### src/rtl/display_arbiter_pkg.sv
// Shared constants for the tube display arbiter: mode codes, source indices,
// FSM encoding and the mode-to-default-owner map.
package display_arbiter_pkg;

    localparam int CNT_W = 4;

    localparam logic [2:0] STANDBY               = 3'b000;
    localparam logic [2:0] GEAR_LOW              = 3'b001;
    localparam logic [2:0] GEAR_MID              = 3'b010;
    localparam logic [2:0] GEAR_HIGH             = 3'b011;
    localparam logic [2:0] SELF_CLEAN            = 3'b100;
    localparam logic [2:0] ANNOUNCE              = 3'b101;
    localparam logic [2:0] GESTURE               = 3'b110;
    localparam logic [2:0] show_Culmulative_time = 3'b111;

    localparam logic [1:0] SRC_TIME      = 2'd0;
    localparam logic [1:0] SRC_SMOKER    = 2'd1;
    localparam logic [1:0] SRC_SELFCLEAN = 2'd2;
    localparam logic [1:0] SRC_GESTURE   = 2'd3;

    typedef enum logic [1:0] {
        ST_OFF     = 2'd0,
        ST_SHOW    = 2'd1,
        ST_OVERLAY = 2'd2
    } arb_state_e;

    typedef struct packed {
        logic [7:0] digit1;
        logic [7:0] digit2;
        logic [7:0] tube_sel;
    } disp_t;

    function automatic logic [1:0] default_owner(input logic [2:0] mode);
        case (mode)
            GEAR_HIGH, ANNOUNCE, show_Culmulative_time: default_owner = SRC_SMOKER;
            SELF_CLEAN:                                 default_owner = SRC_SELFCLEAN;
            GESTURE:                                    default_owner = SRC_GESTURE;
            default:                                    default_owner = SRC_TIME;
        endcase
    endfunction

endpackage

### src/rtl/display_hold_timer.sv
// Overlay hold timer: loads the hold length, counts tick_1hz strobes down and
// flags the tick that would bring it to zero.
module display_hold_timer
    import display_arbiter_pkg::*;
#(
    parameter int HOLD_SEC = 3
) (
    input  logic clk,
    input  logic rst,
    input  logic i_clr,
    input  logic i_load,
    input  logic i_tick,
    output logic o_zero
);

    logic [CNT_W-1:0] r_cnt;

    always_ff @(posedge clk or negedge rst) begin
        if (!rst)
            r_cnt <= '0;
        else if (i_clr)
            r_cnt <= '0;
        else if (i_load)
            r_cnt <= CNT_W'(HOLD_SEC);
        else if (i_tick && r_cnt != '0)
            r_cnt <= r_cnt - 1'b1;
    end

    // Flag is combinational so the owner can decide on the same edge the count hits zero.
    assign o_zero = i_tick && (r_cnt == CNT_W'(1));

endmodule

### src/rtl/display_arbiter.sv
// Owns the tube display pins: picks the mode-derived owner or a timed overlay,
// blanks the pins across owner changes and registers the selected source.
module display_arbiter
    import display_arbiter_pkg::*;
#(
    parameter int NSRC      = 4,
    parameter int HOLD_SEC  = 3,
    parameter int BLANK_CYC = 2
) (
    input  logic              clk,
    input  logic              rst,
    input  logic              tick_1hz,
    input  logic              machine_state,
    input  logic [2:0]        mode_state,
    input  logic [8*NSRC-1:0] src_digit1,
    input  logic [8*NSRC-1:0] src_digit2,
    input  logic [8*NSRC-1:0] src_tube_sel,
    input  logic [NSRC-1:0]   ovl_req,
    output logic [7:0]        digit1,
    output logic [7:0]        digit2,
    output logic [7:0]        tube_sel,
    output logic [1:0]        owner,
    output logic              overlay_active,
    output logic              ovl_done
);

    localparam logic [CNT_W-1:0] BLANK_LD = (BLANK_CYC > 0) ? CNT_W'(BLANK_CYC - 1) : '0;

    arb_state_e             r_state, w_nxt_state;
    logic [1:0]             r_owner, w_nxt_owner, w_dflt, w_grant;
    logic                   r_ovl_act, r_done;
    logic [CNT_W-1:0]       r_blank;
    disp_t                  r_disp, w_src;
    logic                   w_any_req, w_hi_req, w_load, w_clr, w_tick, w_zero, w_expire, w_chg;
    logic [NSRC-1:0][7:0]   w_d1, w_d2, w_ts;

    assign w_d1      = src_digit1;
    assign w_d2      = src_digit2;
    assign w_ts      = src_tube_sel;
    assign w_dflt    = default_owner(mode_state);
    assign w_any_req = |ovl_req;

    // Fixed priority: lowest index wins.
    always_comb begin
        w_grant = '0;
        for (int i = NSRC - 1; i >= 0; i--)
            if (ovl_req[i]) w_grant = 2'(i);
    end

    always_comb begin
        w_hi_req = 1'b0;
        for (int i = 0; i < NSRC; i++)
            if (ovl_req[i] && 2'(i) < r_owner) w_hi_req = 1'b1;
    end

    always_ff @(posedge clk or negedge rst) begin
        if (!rst) r_state <= ST_OFF;
        else      r_state <= w_nxt_state;
    end

    always_comb begin
        w_nxt_state = r_state;
        case (r_state)
            ST_OFF:
                if (machine_state) w_nxt_state = ST_SHOW;
            ST_SHOW:
                if (!machine_state) w_nxt_state = ST_OFF;
                else if (w_any_req) w_nxt_state = ST_OVERLAY;
            ST_OVERLAY:
                if (!machine_state) w_nxt_state = ST_OFF;
                else if (!w_hi_req && w_zero && !ovl_req[r_owner]) w_nxt_state = ST_SHOW;
            default:
                w_nxt_state = ST_OFF;
        endcase
    end

    always_comb begin
        w_nxt_owner = r_owner;
        w_load      = 1'b0;
        w_expire    = 1'b0;
        w_clr       = !machine_state;
        w_tick      = tick_1hz && (r_state == ST_OVERLAY);
        case (r_state)
            ST_OFF:
                w_nxt_owner = machine_state ? w_dflt : 2'd0;
            ST_SHOW:
                if (!machine_state) begin
                    w_nxt_owner = 2'd0;
                end else if (w_any_req) begin
                    w_nxt_owner = w_grant;
                    w_load      = 1'b1;
                end else begin
                    w_nxt_owner = w_dflt;
                end
            ST_OVERLAY:
                if (!machine_state) begin
                    w_nxt_owner = 2'd0;
                end else if (w_hi_req) begin
                    w_nxt_owner = w_grant;
                    w_load      = 1'b1;
                end else if (w_zero) begin
                    // Owner still asserting its request keeps the display for another hold period.
                    if (ovl_req[r_owner]) begin
                        w_load = 1'b1;
                    end else begin
                        w_expire    = 1'b1;
                        w_nxt_owner = w_dflt;
                    end
                end
            default:
                w_nxt_owner = 2'd0;
        endcase
    end

    display_hold_timer #(.HOLD_SEC(HOLD_SEC)) u_hold (
        .clk    (clk),
        .rst    (rst),
        .i_clr  (w_clr),
        .i_load (w_load),
        .i_tick (w_tick),
        .o_zero (w_zero)
    );

    // SHOW<->OVERLAY counts as a change even when the index happens to match.
    assign w_chg = (w_nxt_state != ST_OFF) &&
                   ((w_nxt_state != r_state) || (w_nxt_owner != r_owner));

    assign w_src = '{digit1: w_d1[w_nxt_owner], digit2: w_d2[w_nxt_owner], tube_sel: w_ts[w_nxt_owner]};

    always_ff @(posedge clk or negedge rst) begin
        if (!rst) begin
            r_owner   <= '0;
            r_ovl_act <= 1'b0;
            r_done    <= 1'b0;
            r_blank   <= '0;
            r_disp    <= '0;
        end else begin
            r_owner   <= w_nxt_owner;
            r_ovl_act <= (w_nxt_state == ST_OVERLAY);
            r_done    <= w_expire;
            if (w_nxt_state == ST_OFF) begin
                r_disp  <= '0;
                r_blank <= '0;
            end else if (w_chg) begin
                if (BLANK_CYC != 0) begin
                    r_disp  <= '0;
                    r_blank <= BLANK_LD;
                end else begin
                    r_disp  <= w_src;
                    r_blank <= '0;
                end
            end else if (r_blank != '0) begin
                r_disp  <= '0;
                r_blank <= r_blank - 1'b1;
            end else begin
                r_disp  <= w_src;
            end
        end
    end

    assign digit1         = r_disp.digit1;
    assign digit2         = r_disp.digit2;
    assign tube_sel       = r_disp.tube_sel;
    assign owner          = r_owner;
    assign overlay_active = r_ovl_act;
    assign ovl_done       = r_done;

endmodule

### config.mk
export PLATFORM = sky130hd
export DESIGN_NAME = display_arbiter
export DESIGN_NICKNAME = d
export VERILOG_FILES = /design/src/rtl/display_arbiter_pkg.sv /design/src/rtl/display_hold_timer.sv /design/src/rtl/display_arbiter.sv
export SDC_FILE = /design/constraint.sdc
export NUM_CORES = 1
export LEC_CHECK = 0
export CORE_ASPECT_RATIO = 1.1
export CORE_MARGIN = 8
export CORE_UTILIZATION = 45
export CTS_CLUSTER_DIAMETER = 100
export CTS_CLUSTER_SIZE = 12
export DETAILED_ROUTE_END_ITERATION = 16
export GPL_ROUTABILITY_DRIVEN = 0
export GPL_TIMING_DRIVEN = 0
export PLACE_DENSITY = 0.87
export SYNTH_ARGS = -nofsm -noshare
export SYNTH_HDL_FRONTEND = slang
export SYNTH_HIERARCHICAL = 1
export SYNTH_SLANG_ARGS = --single-unit
### constraint.sdc
create_clock -name clk -period 6.9 [get_ports clk]
set_input_delay 1.38 -clock clk [delete_from_list [all_inputs] [get_ports clk]]
set_output_delay 1.38 -clock clk [all_outputs]
set_load 0.005 [all_outputs]
==> After elaboration in Yosys (flattened, before gate mapping) <==
Cells that the tools add are included.
W data, S select, Z words.
{ "word_totals": {"output_inout_bits": 28, "word_cells": 102, "inputBits": 107, "regBits": 38} }
{ "classes": {"muxes": 52, "order_cmp": 6, "eq_ne": 12, "addsub": 2, "n_reduce_logical": 21} }
{ "op_table": {"columns": ["op", "count"], "rows": [
  ["$mux W24", 3],
  ["$bmux W8 S2", 3],
  ["$mux W2", 16],
  ["$mux W4", 6],
  ["$mux W8", 3],
  ["$pmux W2 S3", 3],
  ["$mux W1", 16],
  ["$eq A3 B3 Y1 const B", 4],
  ["$logic_and A1 B1 Y1", 10],
  ["$reduce_bool A4 Y1", 2],
  ["$sub A4 B1 Y4 const B", 2],
  ["$lt A2 B3 Y1 const B", 2],
  ["$eq A2 B2 Y1 const B", 2],
  ["$eq A4 B1 Y1 const B", 1],
  ["$logic_not A2 Y1", 2],
  ["$lt A1 B2 Y1 const A", 2],
  ["$lt A2 B2 Y1 const A", 2],
  ["$ne A2 B2 Y1", 2],
  ["$reduce_or A4 Y1", 1],
  ["$eq A3 B2 Y1 const B", 1],
  ["$ne A3 B1 Y1 const B", 1],
  ["$reduce_bool A3 Y1", 1],
  ["$reduce_or A3 Y1", 1],
  ["$bmux W1 S2", 1],
  ["5 further kinds", 6]
]} }

==> Longest topological paths before layout <==
Gate-level depths: netlist of the first run.
{ "depth": {"depth_word": 17, "ltp_mapped": 16, "depth_no_buf": 13} }

==> By module <==
The synthesis of the first run kept the hierarchy.
{ "modules_own_cells": {"columns": ["module", "seq_area_each_um2", "cells_per_inst", "instances", "area_each_um2"], "rows": [
  ["display_arbiter", 850.8, 264, 1, 2523.7],
  ["display_hold_timer", 100.1, 29, 1, 281.5]
]} }

==> Worst setup path before layout of the first run <==
Ideal clock, no wire load.
{ "synth_timing": {"kind": "input -> register", "startpoint": "input tick_1hz", "endpoint": "register r_disp (netlist bit digit1[2])", "required_time_ns": 6.806, "setup_time_ns": 0.094, "path_buffers": 1, "slack_ns": 3.211, "t_arrival_ns": 3.595, "cell_stages": 12, "cell_sequence": "and2_1 -> nand2_1 -> nor3_1 -> nor2b_1 -> a32oi_2 -> o221ai_1 -> a21oi_1 -> nor2_1 -> inv_2 -> buf_2 -> mux2i_1 -> a221oi_2"} }
{ "synth_between": {"elab_chain_cells": 12, "word_cells_on_any_way": 22, "cone_classes": "2 x eq/ne; 12 x mux; 8 x reduce/logical"} }
{ "synth_lines": {"columns": ["item", "line", "rtl"], "rows": [
  ["start, declared", "display_arbiter.sv:12", "input logic tick_1hz,"],
  ["$logic_and A1 B1 Y1 *", "display_arbiter.sv:82", "w_tick = tick_1hz && (r_state == ST_OVERLAY);"],
  ["$logic_and A1 B1 Y1 *", "display_hold_timer.sv:30", "assign o_zero = i_tick && (r_cnt == CNT_W'(1));"],
  ["named net w_zero", "display_arbiter.sv:34", "logic w_any_req, w_hi_req, w_load, w_clr, w_tick, w_zero, w_expire, w_chg;"],
  ["branches (longest 9 deep; another with $mux W24)", null, null],
  ["$mux W24 *", "display_arbiter.sv:141", "if (w_nxt_state == ST_OFF) begin"],
  ["end signal, assigned", "display_arbiter.sv:149", "r_disp <= w_src;"],
  ["end signal, assigned", "display_arbiter.sv:156", "r_disp <= w_src;"],
  ["end, declared", "display_arbiter.sv:33", "disp_t r_disp, w_src;"]
]} }
Mark *: on every way through the listed nets, which the timed path passes. The select of a mux whose other input is x is not followed.
A chain may end at the register's enable or synchronous reset.

==> Worst setup path after layout of the first run <==
{ "layout_timing": {"startpoint": "input tick_1hz", "endpoint": "register r_disp (netlist bit tube_sel[5])"} }
{ "layout_between": {"elab_chain_cells": 12, "word_cells_on_any_way": 22, "cone_classes": "2 x eq/ne; 12 x mux; 8 x reduce/logical"} }
{ "layout_lines": {"columns": ["item", "line"], "rows": [
  ["$logic_and A1 B1 Y1 *", "display_arbiter.sv:82"],
  ["named net w_tick", "display_arbiter.sv:34"],
  ["$logic_and A1 B1 Y1 *", "display_hold_timer.sv:30"],
  ["named net w_zero", "display_arbiter.sv:34"],
  ["branches (longest 9 deep; another with $mux W24)", null],
  ["$mux W24 *", "display_arbiter.sv:141"]
]} }
Marks and branches as above.

==> reports/metrics.cfg, run 1 <==
[timing]
fin_crit_ps=4620
finalSetupTns_ps=0
relSlewSlack=0.393
final_hold_viol_count=0
post-route-period-util=0.669
skew_ps=8.26
rsz0062_at_grt=no
worstMarginPinSlew_ps=910
fmax_mhz=217
slew_viol_final=0
setup_viol=0

[critical_path]
worst_setup_path_start_kind=input port
crit_path_end=tube_sel[5]
startpoint=tick_1hz
r2r_cells=14
r2r-start=r_state[0]
worst_ep_arrival_time_ps=4810
r2r_end=tube_sel[5]
crit_type=input port to flip-flop
critical_path.max_fanout=10
critPathCaptureType=flip-flop
r2r_setup_slack_ps=2650
cp.required_ps=7100

[route]
postRouteAntennaNets=0
first_iter_violations=134
drt_pass1_iterations=5
drc=0
drt-wirelength-per-cell_um=18.3
vias_per_cell=5.68
route.final.wire_length_mm=9.41
vias=2916

[clock_tree]
htreeDepth=2
cts_resized=0
clk_path_buf_depth=2
numClockSinks=38
clk_pin_slew_ps=80
numCtsBuffers=5
cts_root_buf=clkbuf_8
clock_latency_ps=300
post_cts_buffers=0
cts_tree=yes
ctsHoldBuffers=0

[floorplanning]
die_width_um=91.3
core-area_um2=6120
die_y_um=98.8
io_pins=135
start_util=0.458
dieArea_um2=9020
core.rowCount=30

[layout]
final_area_um2=4330
nFillCells=462
layout-drive-gt1-share=0.122
seqCellArea_um2=951
final_common_cell=clkdlybuf4s50_1
layout_common_cells=clkdlybuf4s50_1 (131), nand2_1 (42), dfrtp_1 (38)
fin_util=0.708
multiInputGateArea_um2=1690
nets=547
syn_to_final_growth_pct=54.4
n_antenna_cell=0

[placed_design]
placed_cell_area_um2=4220
io_buffers=132
dp.final_hpwl_mm=7.51

[run_status]
status=completed

[yosys]
syn_area_um2=2810
yosys_warnings=6
synthArstFlopShare=1.00
synth_nets=408
synth_cells=293
synth_edf_count=0
synth_cell_types=63
syn_area_per_cell_um2=9.57
synth_seq_cells=38
ys_seq_area_frac=0.339
synthFlopType=dfrtp_1

[power_and_ir_drop]
ir_drop_mv=0.120
p_leak_uw=0.00172
pwr_density_cell_nw_per_um2=246

[job]
maxCapViolCount=0

[global_route]
grt_pass1_vias=3140
grt_overflow=0
grt_pass1_wl_mm=15.3
antenna_found_initial=0
grtUsageTotal=0.209
grt_start_max_net_pins=39

[min_path]
hp-class=flip-flop to flip-flop

per-layer routing:
layer / vias to the layer above / routed length (um) / global-route usage / share of wire
met3: 12 / 969 / 0.0821 / 0.10
met5: - / 0 / 0 / 0
met4: 0 / 174 / 0.0895 / 0.018
li1: 1385 / - / - / -
met1: 1391 / 3480 / 0.222 / 0.37
met2: 128 / 4790 / 0.357 / 0.51
per-stage QoR:
step	power, uW	worst slack [ps]	hold slack, ps	std cells
finish	1070	2280	573	513
detailed placement	882	2010	556	505
global placement	866	2170	554	505
CTS	1070	2320	576	513
global route	1140	2050	615	513
floorplan	664	3210	528	293
cell usage after synthesis, drive strengths merged, types with 3 or more instances:
master | n | area share
a211oi | 4 | 0.011
a21oi | 30 | 0.054
a221oi | 25 | 0.12
buf | 13 | 0.031
clkbuf | 8 | 0.011
dfrtp | 38 | 0.34
ha | 8 | 0.036
inv | 13 | 0.017
mux2i | 28 | 0.10
nand2 | 42 | 0.056
nand2b | 4 | 0.0089
nand3b | 3 | 0.0080
nor2 | 10 | 0.013
nor2b | 3 | 0.0067
nor3 | 6 | 0.011
o21a | 3 | 0.0080
o21ai | 4 | 0.0071
or3 | 3 | 0.0071
worst max-delay path: stages:
cell,delay [ps]
clkdlybuf4s50_1,460
and2_1,250
nand2_1,70
nor3_1,420
nor2b_1,290
a32oi_2,200
o221ai_1,280
a21oi_1,110
nor2_1,490
clkbuf_1,430
a21oi_1,160
a221oi_2,280
registers in the layout, summed over array words and instances, names as in the netlist:
register / count
digit1: 8
ovl_done: 1
r_blank: 4
overlay_active: 1
r_state: 2
owner: 2
u_hold/r_cnt: 4
tube_sel: 8
digit2: 8
logic make-up after synthesis:
family	synth area share
compound gates	0.287
xor+xnor	0.00312
mux	0.104
buf+inv	0.0593
fa+ha+maj	0.0393
simple gates	0.168
flops	0.339
report_power, final:
part / internal, uW / switching [uW] / leakage (uW)
Clock: 101 / 84.0 / 0.0000575
Combinational: 277 / 310 / 0.00114
Sequential: 267 / 27.5 / 0.000522
Total: 645 / 421 / 0.00172
how the worst min path moves through the flow:
stage / end / cells after the start / slack [ps] / from
after global routing: r_blank[1] / 2 / 620 / r_blank[1]
after CTS: r_blank[3] / 2 / 580 / r_blank[3]
after floorplan: u_hold/r_cnt[3] / 2 / 530 / u_hold/r_cnt[3]
after global placement: r_blank[3] / 2 / 550 / r_blank[3]
final: r_blank[3] / 2 / 570 / r_blank[3]
after detailed placement: r_blank[3] / 2 / 560 / r_blank[3]
layout make-up:
| cell class | instances | area share |
|---|---|---|
| plain buffers | 21 | 0.0272 |
| clock buffers | 8 | 0.0254 |
| repair buffers | 132 | 0.304 |
| well taps | 80 | 0.0231 |
| flip-flops and latches | 38 | 0.220 |
| inverters | 13 | 0.0113 |
| multi-input cells | 221 | 0.390 |
(Power assumes the default switching activity.)
==> inputs of run 2 (changes only) <==
--- a/config.mk
+++ b/config.mk
@@ -7,13 +7,13 @@
 export LEC_CHECK = 0
 export CORE_ASPECT_RATIO = 1.1
 export CORE_MARGIN = 8
-export CORE_UTILIZATION = 45
+export CORE_UTILIZATION = 41
 export CTS_CLUSTER_DIAMETER = 100
 export CTS_CLUSTER_SIZE = 12
 export DETAILED_ROUTE_END_ITERATION = 16
 export GPL_ROUTABILITY_DRIVEN = 0
 export GPL_TIMING_DRIVEN = 0
-export PLACE_DENSITY = 0.87
+export PLACE_DENSITY = 0.81
 export SYNTH_ARGS = -nofsm -noshare
 export SYNTH_HDL_FRONTEND = slang
 export SYNTH_HIERARCHICAL = 1
==> constraint.sdc (replaced) <==
create_clock -name clk -period 4.3 [get_ports clk]
set_input_delay 0.86 -clock clk [delete_from_list [all_inputs] [get_ports clk]]
set_output_delay 0.86 -clock clk [all_outputs]
set_load 0.005 [all_outputs]
==> reports/metrics.cfg, run 2 (synthesized netlist as in run 1, its figures left out) <==
[run_status]
status=completed

[job]
maxCapViolCount=0

[global_route]
grt_pass1_vias=3047
antenna_found_initial=0
grt_overflow=0
grtUsageTotal=0.195
grt_pass1_wl_mm=14.9
grt_start_max_net_pins=39

[floorplanning]
io_pins=135
core.rowCount=31
die_width_um=94.9
start_util=0.425
die_y_um=103
dieArea_um2=9750
core-area_um2=6590

[critical_path]
r2r_cells=15
worst_setup_path_start_kind=flip-flop
cp.depth=15
crit_type=flip-flop to flip-flop
cpMaxStageDelayCell=dfrtp_1
startpoint=r_state[0]
critical_path.cell_chain=inv_1 > ha_1 > clkbuf_1 > and2_1 > nand2_1 > nor3_2 > nor2b_1 > a32oi_2 > o221ai_1 > a21oi_1 > nor2_2 > inv_2 > buf_4 > mux2i_1 > a221oi_1
worst_ep_arrival_time_ps=4130
cp.required_ps=4470
path_delay_family=simple AND/OR/NAND/NOR gates
r2r_end=digit1[4]
r2r_setup_slack_ps=330
r2r-start=r_state[0]
critPathCaptureType=flip-flop
cp_num_buf_inv=4
critical_path.max_fanout=10
slowest_delay_ps=460

[clock_tree]
numCtsBuffers=5
clk_pin_slew_ps=70
htreeDepth=2
clk_path_buf_depth=2
post_cts_buffers=0
clock_latency_ps=290
cts_tree=yes
cts_root_buf=clkbuf_8
numClockSinks=38

[power_and_ir_drop]
pwr_density_cell_nw_per_um2=383
ir_drop_mv=0.178
p_leak_uw=0.00172
power_uw=1650

[timing]
final_hold_viol_count=0
fin_crit_ps=3970
rsz0062_at_grt=no
slew_viol_final=0
fmax_mhz=252
whs_ps=572
skew_ps=7.81
setup_viol=0
post-route-period-util=0.922
worstMarginPinSlew_ps=870
relSlewSlack=0.420

[layout]
final_common_cell=clkdlybuf4s50_1
nFillCells=568
layout-drive-gt1-share=0.125
syn_to_final_growth_pct=53.7
n_antenna_cell=0
layout_common_cells=clkdlybuf4s50_1 (131), nand2_1 (42), dfrtp_1 (38)
nets=547

[min_path]
min_from=r_blank[1]
hold_depth=2
hp-class=flip-flop to flip-flop
holdPathEnd=r_blank[1]

[placed_design]
dp.final_hpwl_mm=7.56
io_buffers=132

[route]
vias=2888
route.final.wire_length_mm=9.37
postRouteAntennaNets=0
drt_pass1_iterations=4
drc=0
vias_per_cell=5.62
drt-wirelength-per-cell_um=18.2
first_iter_violations=110

==> run 2: changes by cell type in the layout (fill, tap and decap cells not counted) <==
| cell | before | now |
|---|---|---|
| clkbuf_8 | 8 | 5 |
| clkinv_2 | 0 | 2 |
| nor2_1 | 10 | 9 |
| nor2_2 | 0 | 1 |
| nor3_1 | 6 | 5 |
| nor3_2 | 0 | 1 |
==> run 2: power by group <==
part / switching, uW / internal (uW)
logic: 497 / 445
clock network: 126 / 109
registers: 45.2 / 428
==> run 2: area by class of cell <==
| cell class | instances | area [um2] | area share |
|---|---|---|---|
| buffer | 21 | 118 | 0.0273 |
| clock buffer | 5 | 68.8 | 0.0160 |
| clock inverter | 2 | 10.0 | 0.00232 |
| inverter | 13 | 48.8 | 0.0113 |
| multi-input combinational | 221 | 1700 | 0.393 |
| sequential | 38 | 951 | 0.221 |
| tap | 82 | 103 | 0.0238 |
| timing repair buffer | 132 | 1320 | 0.305 |
==> run 2: per-stage QoR <==
step	area [um2]	instances	setup WS, ps	TNS [ps]	util
after global placement	4230	507	64.6	0	0.641
final	4310	514	334	0	0.654
after detailed placement	4220	507	-74.4	-74.4	0.641
after global routing	4310	514	69.0	0	0.654
after floorplan	2810	293	1030	0	-
after CTS	4300	514	107	0	0.653
==> run 2: worst max path at each step <==
| stage | end | slack [ps] |
|---|---|---|
| 2_1_floorplan | digit1[2] | 1030 |
| 3_3_place_gp | digit1[4] | 60 |
| 3_5_place_dp | digit1[4] | -70 |
| 4_1_cts | digit1[4] | 110 |
| 5_1_grt | digit1[4] | 70 |
| 6_report | digit1[4] | 330 |
==> run 2: repair_timing <==
item | in CTS | in global routing
setup endpoints to repair | 0 | 24
gates resized for setup | 0 | 2
hold buffers | 0 | 0
==> run 2: tightest hold or removal path: cells and delay by family, from the launching register on <==
family | cells | cell delay [ps]
DFF | 1 | 390
AOI/OAI and AO/OA | 1 | 50
and+or+nand+nor | 1 | 100
==> run 2: routing by layer <==
layer,vias to the layer above,GRT usage,share of wire,wire (um)
li1,1379,-,-,-
met1,1375,0.216,0.38,3580
met2,124,0.333,0.50,4720
met3,10,0.0765,0.10,938
met4,0,0.0661,0.013,123
met5,-,0,0,0
